==> config.mk <==
export PLATFORM = sky130hd
export DESIGN_NAME = spi_master_ram_if
export DESIGN_NICKNAME = d
export VERILOG_FILES = /design/src/rtl/spi_master_ram_if.sv
export SDC_FILE = /design/constraint.sdc
export NUM_CORES = 1
export LEC_CHECK = 0
export CORE_MARGIN = 3
export CORE_UTILIZATION = 44
export DETAILED_ROUTE_END_ITERATION = 10
export GPL_ROUTABILITY_DRIVEN = 0
export PLACE_DENSITY = 0.81
export SYNTH_ARGS = -nofsm -noshare
export SYNTH_HDL_FRONTEND = slang
export SYNTH_SLANG_ARGS = --single-unit
==> constraint.sdc <==
create_clock -name clk -period 1.52 [get_ports clk]
set_input_delay 0.304 -clock clk [delete_from_list [all_inputs] [get_ports clk]]
set_output_delay 0.304 -clock clk [all_outputs]
set_load 0.05 [all_outputs]
==> src/rtl/spi_master_ram_if.sv <==
// SPI initiator: serialises a 10-bit command MSB first under SS_n and, for
// read-data commands, captures one byte from MISO after a turnaround wait.
module spi_master_ram_if #(
   parameter int unsigned LEAD_CYCLES = 1,
   parameter int unsigned RD_WAIT     = 2,
   parameter int unsigned GAP_CYCLES  = 1
) (
   input  logic       clk,
   input  logic       rst,
   input  logic       start,
   input  logic [9:0] cmd_word,
   output logic       ready,
   output logic       SS_n,
   output logic       MOSI,
   input  logic       MISO,
   output logic [7:0] rd_data,
   output logic       rd_valid,
   output logic       done
);

   localparam int unsigned CMD_W   = 10;
   localparam int unsigned DATA_W  = 8;
   localparam int unsigned BIT_W   = 4;
   localparam int unsigned MAX_AB  = (LEAD_CYCLES > RD_WAIT) ? LEAD_CYCLES : RD_WAIT;
   localparam int unsigned MAX_CYC = (MAX_AB > GAP_CYCLES) ? MAX_AB : GAP_CYCLES;
   localparam int unsigned CW      = (MAX_CYC > 1) ? $clog2(MAX_CYC) : 1;

   typedef enum logic [2:0] {
      ST_IDLE,
      ST_LEAD,
      ST_SHIFT_OUT,
      ST_WAIT_RD,
      ST_SHIFT_IN,
      ST_GAP
   } state_e;

   state_e              state_q;
   logic [CMD_W-1:0]    tx_shift_q;
   logic [DATA_W-1:0]   rx_shift_q;
   logic [DATA_W-1:0]   rx_shift_d;
   logic [DATA_W-1:0]   rd_data_q;
   logic [BIT_W-1:0]    bit_cnt_q;
   logic [CW-1:0]       cyc_cnt_q;
   logic                is_rd_q;
   logic                ready_q;
   logic                ss_n_q;
   logic                mosi_q;
   logic                rd_valid_q;
   logic                done_q;

   // Next receive value including the bit on MISO at this edge.
   assign rx_shift_d = {rx_shift_q[DATA_W-2:0], MISO};

   // Outputs leave the FSM registers directly; each register holds the value
   // that belongs to the state being entered.
   always_ff @(posedge clk or posedge rst) begin
      if (rst) begin
         state_q    <= ST_IDLE;
         tx_shift_q <= '0;
         rx_shift_q <= '0;
         rd_data_q  <= '0;
         bit_cnt_q  <= '0;
         cyc_cnt_q  <= '0;
         is_rd_q    <= 1'b0;
         ready_q    <= 1'b1;
         ss_n_q     <= 1'b1;
         mosi_q     <= 1'b0;
         rd_valid_q <= 1'b0;
         done_q     <= 1'b0;
      end else begin
         rd_valid_q <= 1'b0;
         done_q     <= 1'b0;
         unique case (state_q)
            ST_IDLE: begin
               if (start) begin
                  tx_shift_q <= cmd_word;
                  is_rd_q    <= (cmd_word[9:8] == 2'b11);
                  cyc_cnt_q  <= '0;
                  ready_q    <= 1'b0;
                  ss_n_q     <= 1'b0;
                  mosi_q     <= 1'b0;
                  state_q    <= ST_LEAD;
               end
            end
            ST_LEAD: begin
               if (cyc_cnt_q == CW'(LEAD_CYCLES - 1)) begin
                  mosi_q     <= tx_shift_q[CMD_W-1];
                  tx_shift_q <= {tx_shift_q[CMD_W-2:0], 1'b0};
                  bit_cnt_q  <= '0;
                  state_q    <= ST_SHIFT_OUT;
               end else begin
                  cyc_cnt_q <= cyc_cnt_q + CW'(1);
               end
            end
            ST_SHIFT_OUT: begin
               if (bit_cnt_q == BIT_W'(CMD_W - 1)) begin
                  mosi_q    <= 1'b0;
                  cyc_cnt_q <= '0;
                  bit_cnt_q <= '0;
                  if (!is_rd_q) begin
                     ss_n_q  <= 1'b1;
                     done_q  <= 1'b1;
                     state_q <= ST_GAP;
                  end else if (RD_WAIT != 0) begin
                     state_q <= ST_WAIT_RD;
                  end else begin
                     state_q <= ST_SHIFT_IN;
                  end
               end else begin
                  mosi_q     <= tx_shift_q[CMD_W-1];
                  tx_shift_q <= {tx_shift_q[CMD_W-2:0], 1'b0};
                  bit_cnt_q  <= bit_cnt_q + BIT_W'(1);
               end
            end
            ST_WAIT_RD: begin
               if (cyc_cnt_q == CW'(RD_WAIT - 1)) begin
                  bit_cnt_q <= '0;
                  state_q   <= ST_SHIFT_IN;
               end else begin
                  cyc_cnt_q <= cyc_cnt_q + CW'(1);
               end
            end
            ST_SHIFT_IN: begin
               rx_shift_q <= rx_shift_d;
               if (bit_cnt_q == BIT_W'(DATA_W - 1)) begin
                  rd_data_q  <= rx_shift_d;
                  rd_valid_q <= 1'b1;
                  done_q     <= 1'b1;
                  ss_n_q     <= 1'b1;
                  cyc_cnt_q  <= '0;
                  state_q    <= ST_GAP;
               end else begin
                  bit_cnt_q <= bit_cnt_q + BIT_W'(1);
               end
            end
            ST_GAP: begin
               if (cyc_cnt_q == CW'(GAP_CYCLES - 1)) begin
                  ready_q <= 1'b1;
                  state_q <= ST_IDLE;
               end else begin
                  cyc_cnt_q <= cyc_cnt_q + CW'(1);
               end
            end
            default: begin
               ready_q <= 1'b1;
               ss_n_q  <= 1'b1;
               mosi_q  <= 1'b0;
               state_q <= ST_IDLE;
            end
         endcase
      end
   end

   assign ready    = ready_q;
   assign SS_n     = ss_n_q;
   assign MOSI     = mosi_q;
   assign rd_data  = rd_data_q;
   assign rd_valid = rd_valid_q;
   assign done     = done_q;

endmodule
# Word level (Yosys, flattened, before mapping)
# Cells that the tools add are included.
# totals
ff_bits	39
out_inout_bits	13
word_cells	88
# classes
n_addsub	2
eq_ne	17
mux	37
n_bitwise	3
reduce_logical	17
# op_table
cell	count
$mux W10	3
$pmux W10 S3	1
$mux W3	7
$ne A2 B2 Y1 const B	9
$pmux W3 S6	1
$mux W4	4
$pmux W4 S4	1
$mux W1	15
$reduce_and A4 Y1	3
$pmux W1 S4	2
$eq A3 B2 Y1 const B	2
$eq A3 B3 Y1 const B	2
$reduce_and A3 Y1	2
$reduce_and A6 Y1	1
$reduce_or A3 Y1	2
$pmux W1 S5	1
$reduce_and A5 Y1	1
$reduce_bool A5 Y1	1
$add A4 B1 Y4 const B	1
$eq A4 B3 Y1 const B	1
$eq A4 B4 Y1 const B	1
$reduce_and A2 Y1	2
$reduce_bool A4 Y1	1
$reduce_or A4 Y1	1
other kinds (9)	11

# Longest topological paths before layout
# logic_depth
depth_word	4
depth_mapped	7
depth_no_buf	6

# Worst setup path after synthesis
# Ideal clock, no wire load.
# synth_timing
path_kind	reg-to-reg
startpoint	reg bit_cnt_q[0]
endpoint	reg bit_cnt_q[0]
setup_time_ps	128
arrival_ps	1447
setup_slack_ps	-54
stages_incl_launch_ff	6
period_less_slack_ps	1574
path_cell_list	dfrtp_1 -> ha_1 -> nand3b_1 -> a31o_1 -> nor2_1 -> mux2_1
# synth_between
elab_chain_cells	3
word_cells_on_any_way	8
# synth_rtl
element	line_no	text
start: declaration	42	logic [BIT_W-1:0] bit_cnt_q;
start signal: assignment	112	bit_cnt_q <= bit_cnt_q + BIT_W'(1);
start signal: assignment	133	bit_cnt_q <= bit_cnt_q + BIT_W'(1);
$add A4 B1 Y4, or another cell as far along	112, 133	
$mux W4, or another cell as far along	125	if (bit_cnt_q == BIT_W'(DATA_W - 1)) begin
$pmux W4 S4 / $reduce_and A4 Y1 (equally long branches)	n/a	
# Parallel ways exist; a longest one is shown, timed or not. The select of a mux whose other input is x is not followed.
# A chain may end at the register's enable or synchronous reset.

# Worst setup path in the final report
# layout_timing
startpoint	reg bit_cnt_q[0]
endpoint	reg bit_cnt_q[1]
# The elaborated chain is that of the path after synthesis.

==> impl_results.md <==
- Status: complete, but fails checks
- Failing checks: setup timing
- Post-DP HPWL: 3030 um
- Top cells by area, synth: dfrtp_1 (47%), mux2_1 (6.3%), mux2i_1 (6.1%), a21oi_2 (4.0%), mux2_2 (4.0%)
- DRT iter0 DRCs: 95
- Ratio of cells with drive above 1 in the final layout: 48.1%
- Chip height: 72.7 um
- Hold Buf Count CTS: 0
- Pwr Density: 1930 mW/mm^2
- Critical path cell sequence: ha_2 > nand3b_1 > a31o_2 > nor2_4 > mux2_1
- Mapped Cells: 172
- Clock Latency Late Sink: 0.30 ns
- Clock tree buffer depth: 2
- Fin util: 69.7%
- Peak VDD IR: 1.08 mV
- # port buffers: 26
- Overflow after GRT: 0
- Placed instance count: 268
- Post-synthesis mux area share: 16.5%
- Largest net degree at the start of global routing: 40
- CP arrival: 1.85 ns
- Final max-slew violation count: 0
- H-Tree Depth: 2
- Cell taking the most area after synthesis: dfrtp_1
- Initial Util: 47.2%
- Post-synthesis xor/xnor area fraction: 0.448%
- Seq/Total Area, Yosys: 50.0%
- Slowest library cell on the worst path: dfrtp_1
- Cts bufs inserted: 5
- Core Box Area: 0.00414 sq mm
- Fmax: 602 MHz
- Least-Margin Pin Slew: 0.332 ns
- Number of antenna diodes: 0
- Relative slew slack: 77.9%
- Synth Area in Adders: 1.28%
- I/O pins: 27
- Crit path launch type: register
- Commonest non-fill, non-tap cells in the layout: dfrtp_1 (35), buf_4 (31), buf_12 (16)
- DR DRC count: 0
- Final period util: 109%
- Final Non-Filler Cells: 285
- Routed Antenna Nets: 0
- CP Max Fanout: 3
- Hold WC Path Type: in2async
- Post-Synth Simple-Gate Area: 12.7%
- Hold slack final: 0.351 ns
- Area grow syn2layout: 47.5%
- Share of the synthesized area in the top cell type: 47.3%
- Min Tclk post-route: 1.66 ns
- First-pass GRT wire length: 7370 um
- CP peak stage delay: 0.43 ns
- Root Buffer: clkbuf_8
- Synth Register Bits: 39
- Clock Skews: 0.00865 ns
- Commonest non-fill, non-tap cell in the layout: dfrtp_1
- Worst setup margin: -0.140 ns
- Final Hold Vio Count: 0
- Sum Neg Setup Slack: -1.55 ns
- RSZ-0062 raised after global routing: true
- Mapped Nets: 188
- Cell Area, Synth: 0.00196 sq mm
- Total power draw: 5.58 mW
- Overall Global Routing Usage: 18.4%
- YS warnings: 0
- CP endpoint kind: register
- Clock sink count: 39
- Routed WL: 4660 um
- Wirelength per Cell: 16.4 um
- CTS tree: done
- Nets: 250
- Number of global-route vias before repair: 1581
- Dpl cell area: 0.00261 sq mm
- Yosys cell types: 42
- Final Setup Violations: 22
- Leak pwr: 1.27 nW
- Synth Area in Compound Gates: 14.5%
- DRT Pass-1 Iters: 4
- Final Instance Area: 0.00289 sq mm
- Post-DR vias/cell: 5.47
- Clk slew on worst S/H paths: 0.09 ns
- Pre-CTS setup slack: -0.320 ns
- Critical path class: reg2reg
- Initial antenna violation count: 0
- Num rows: 23
- Die Wd: 72.7 um
- Main combinational cell family by area after synthesis: multiplexers
- Fillers: 304
- Worst Path Required: 1.71 ns
- Via Count: 1559
- Die area: 0.00528 sq mm
- Avg Synthesized Cell Area: 11.4 sq um
- Max Cap Viol: 0
==> where the power goes <==
part / leakage [nW] / total, mW / internal (mW) / switching (mW)
logic: 0.759 / 3.07 / 1.61 / 1.46
registers: 0.466 / 1.78 / 1.42 / 0.351
clock network: 0.0408 / 0.737 / 0.328 / 0.408
total: 1.27 / 5.58 / 3.36 / 2.22
==> per-layer routing <==
| layer | GRT usage [%] | part of all wire [%] | routed length, um |
|---|---|---|---|
| met1 | 22.4 | 43 | 2010 |
| met2 | 31.2 | 51 | 2380 |
| met3 | 4.82 | 3.5 | 164 |
| met4 | 6.76 | 2.4 | 114 |
| met5 | 0 | 0 | 0 |
==> synth_stat cells, drive strengths merged <==
cell type / count
nor2b: 1
o2111a: 1
o221ai: 1
nor2: 20
ha: 2
nand2b: 3
o41ai: 1
a32o: 1
and3b: 1
nor3b: 1
a21o: 1
o2111ai: 1
nand3: 2
a31o: 1
xnor2: 1
mux2: 18
a21oi: 14
o22ai: 3
a21boi: 1
o21ai: 8
dfrtp: 37
nand3b: 4
or3: 2
inv: 8
and2b: 1
buf: 8
a41oi: 1
nand2: 9
dfstp: 2
mux2i: 12
o21a: 1
nor3: 4
o31ai: 1
==> layout make-up <==
cell class | count | area, sq um | area share (%)
Multi-Input combinational cell | 117 | 1000 | 34.8
Sequential cell | 39 | 981 | 34.0
Tap cell | 50 | 62.6 | 2.17
Inverter | 8 | 30.0 | 1.04
Timing Repair Buffer | 63 | 717 | 24.8
Clock buffer | 5 | 68.8 | 2.38
Clock inverter | 3 | 23.8 | 0.824
==> kinds of logic (layout without fill, tap and decap cells) <==
| group | Yosys count | in the layout |
|---|---|---|
| AO/OA/AOI/OAI | 36 | 36 |
| AND/OR/NAND/NOR | 48 | 48 |
| XOR/XNOR | 1 | 1 |
| buffers and inverters | 16 | 79 |
| adder cells (fa/ha/maj) | 2 | 2 |
| multiplexers | 30 | 30 |
| flip-flops | 39 | 39 |
==> worst paths after layout <==
kind	startpoint	end	slack, ns	depth (start not counted)
max	bit_cnt_q[0]	bit_cnt_q[1]	-0.14	5
min	rst	rx_shift_q[1]	0.35	3
max reg2reg	bit_cnt_q[0]	bit_cnt_q[1]	-0.14	5
min reg2reg	tx_shift_q[6]	tx_shift_q[6]	0.52	2
max in group asynchronous	rst	ready	0.91	3
min in group clk	tx_shift_q[6]	tx_shift_q[6]	0.52	2
==> worst max-delay path, delay by kind of cell, from the launching register on <==
family / cells / cell delay (ns)
flops: 1 / 0.43
mux: 1 / 0.33
simple gates: 2 / 0.29
compound gates: 1 / 0.29
fa+ha+maj: 1 / 0.21
==> flip-flops by register name (all words and copies together) (netlist names) <==
name,count
done,1
ready,1
bit_cnt_q,4
rd_valid,1
SS_n,1
rx_shift_q,7
tx_shift_q,10
is_rd_q,1
cyc_cnt_q,1
state_q,3
rd_data,8
MOSI,1
==> what timing repair did <==
| item | 4_1_cts | 5_1_grt |
|---|---|---|
| gates resized for setup | 5 | 29 |
| setup buffers | 5 | 4 |
| pin swaps | 1 | 7 |
| endpoints found under the setup margin | 22 | 26 |
Power figures use the tool's default switching activity.
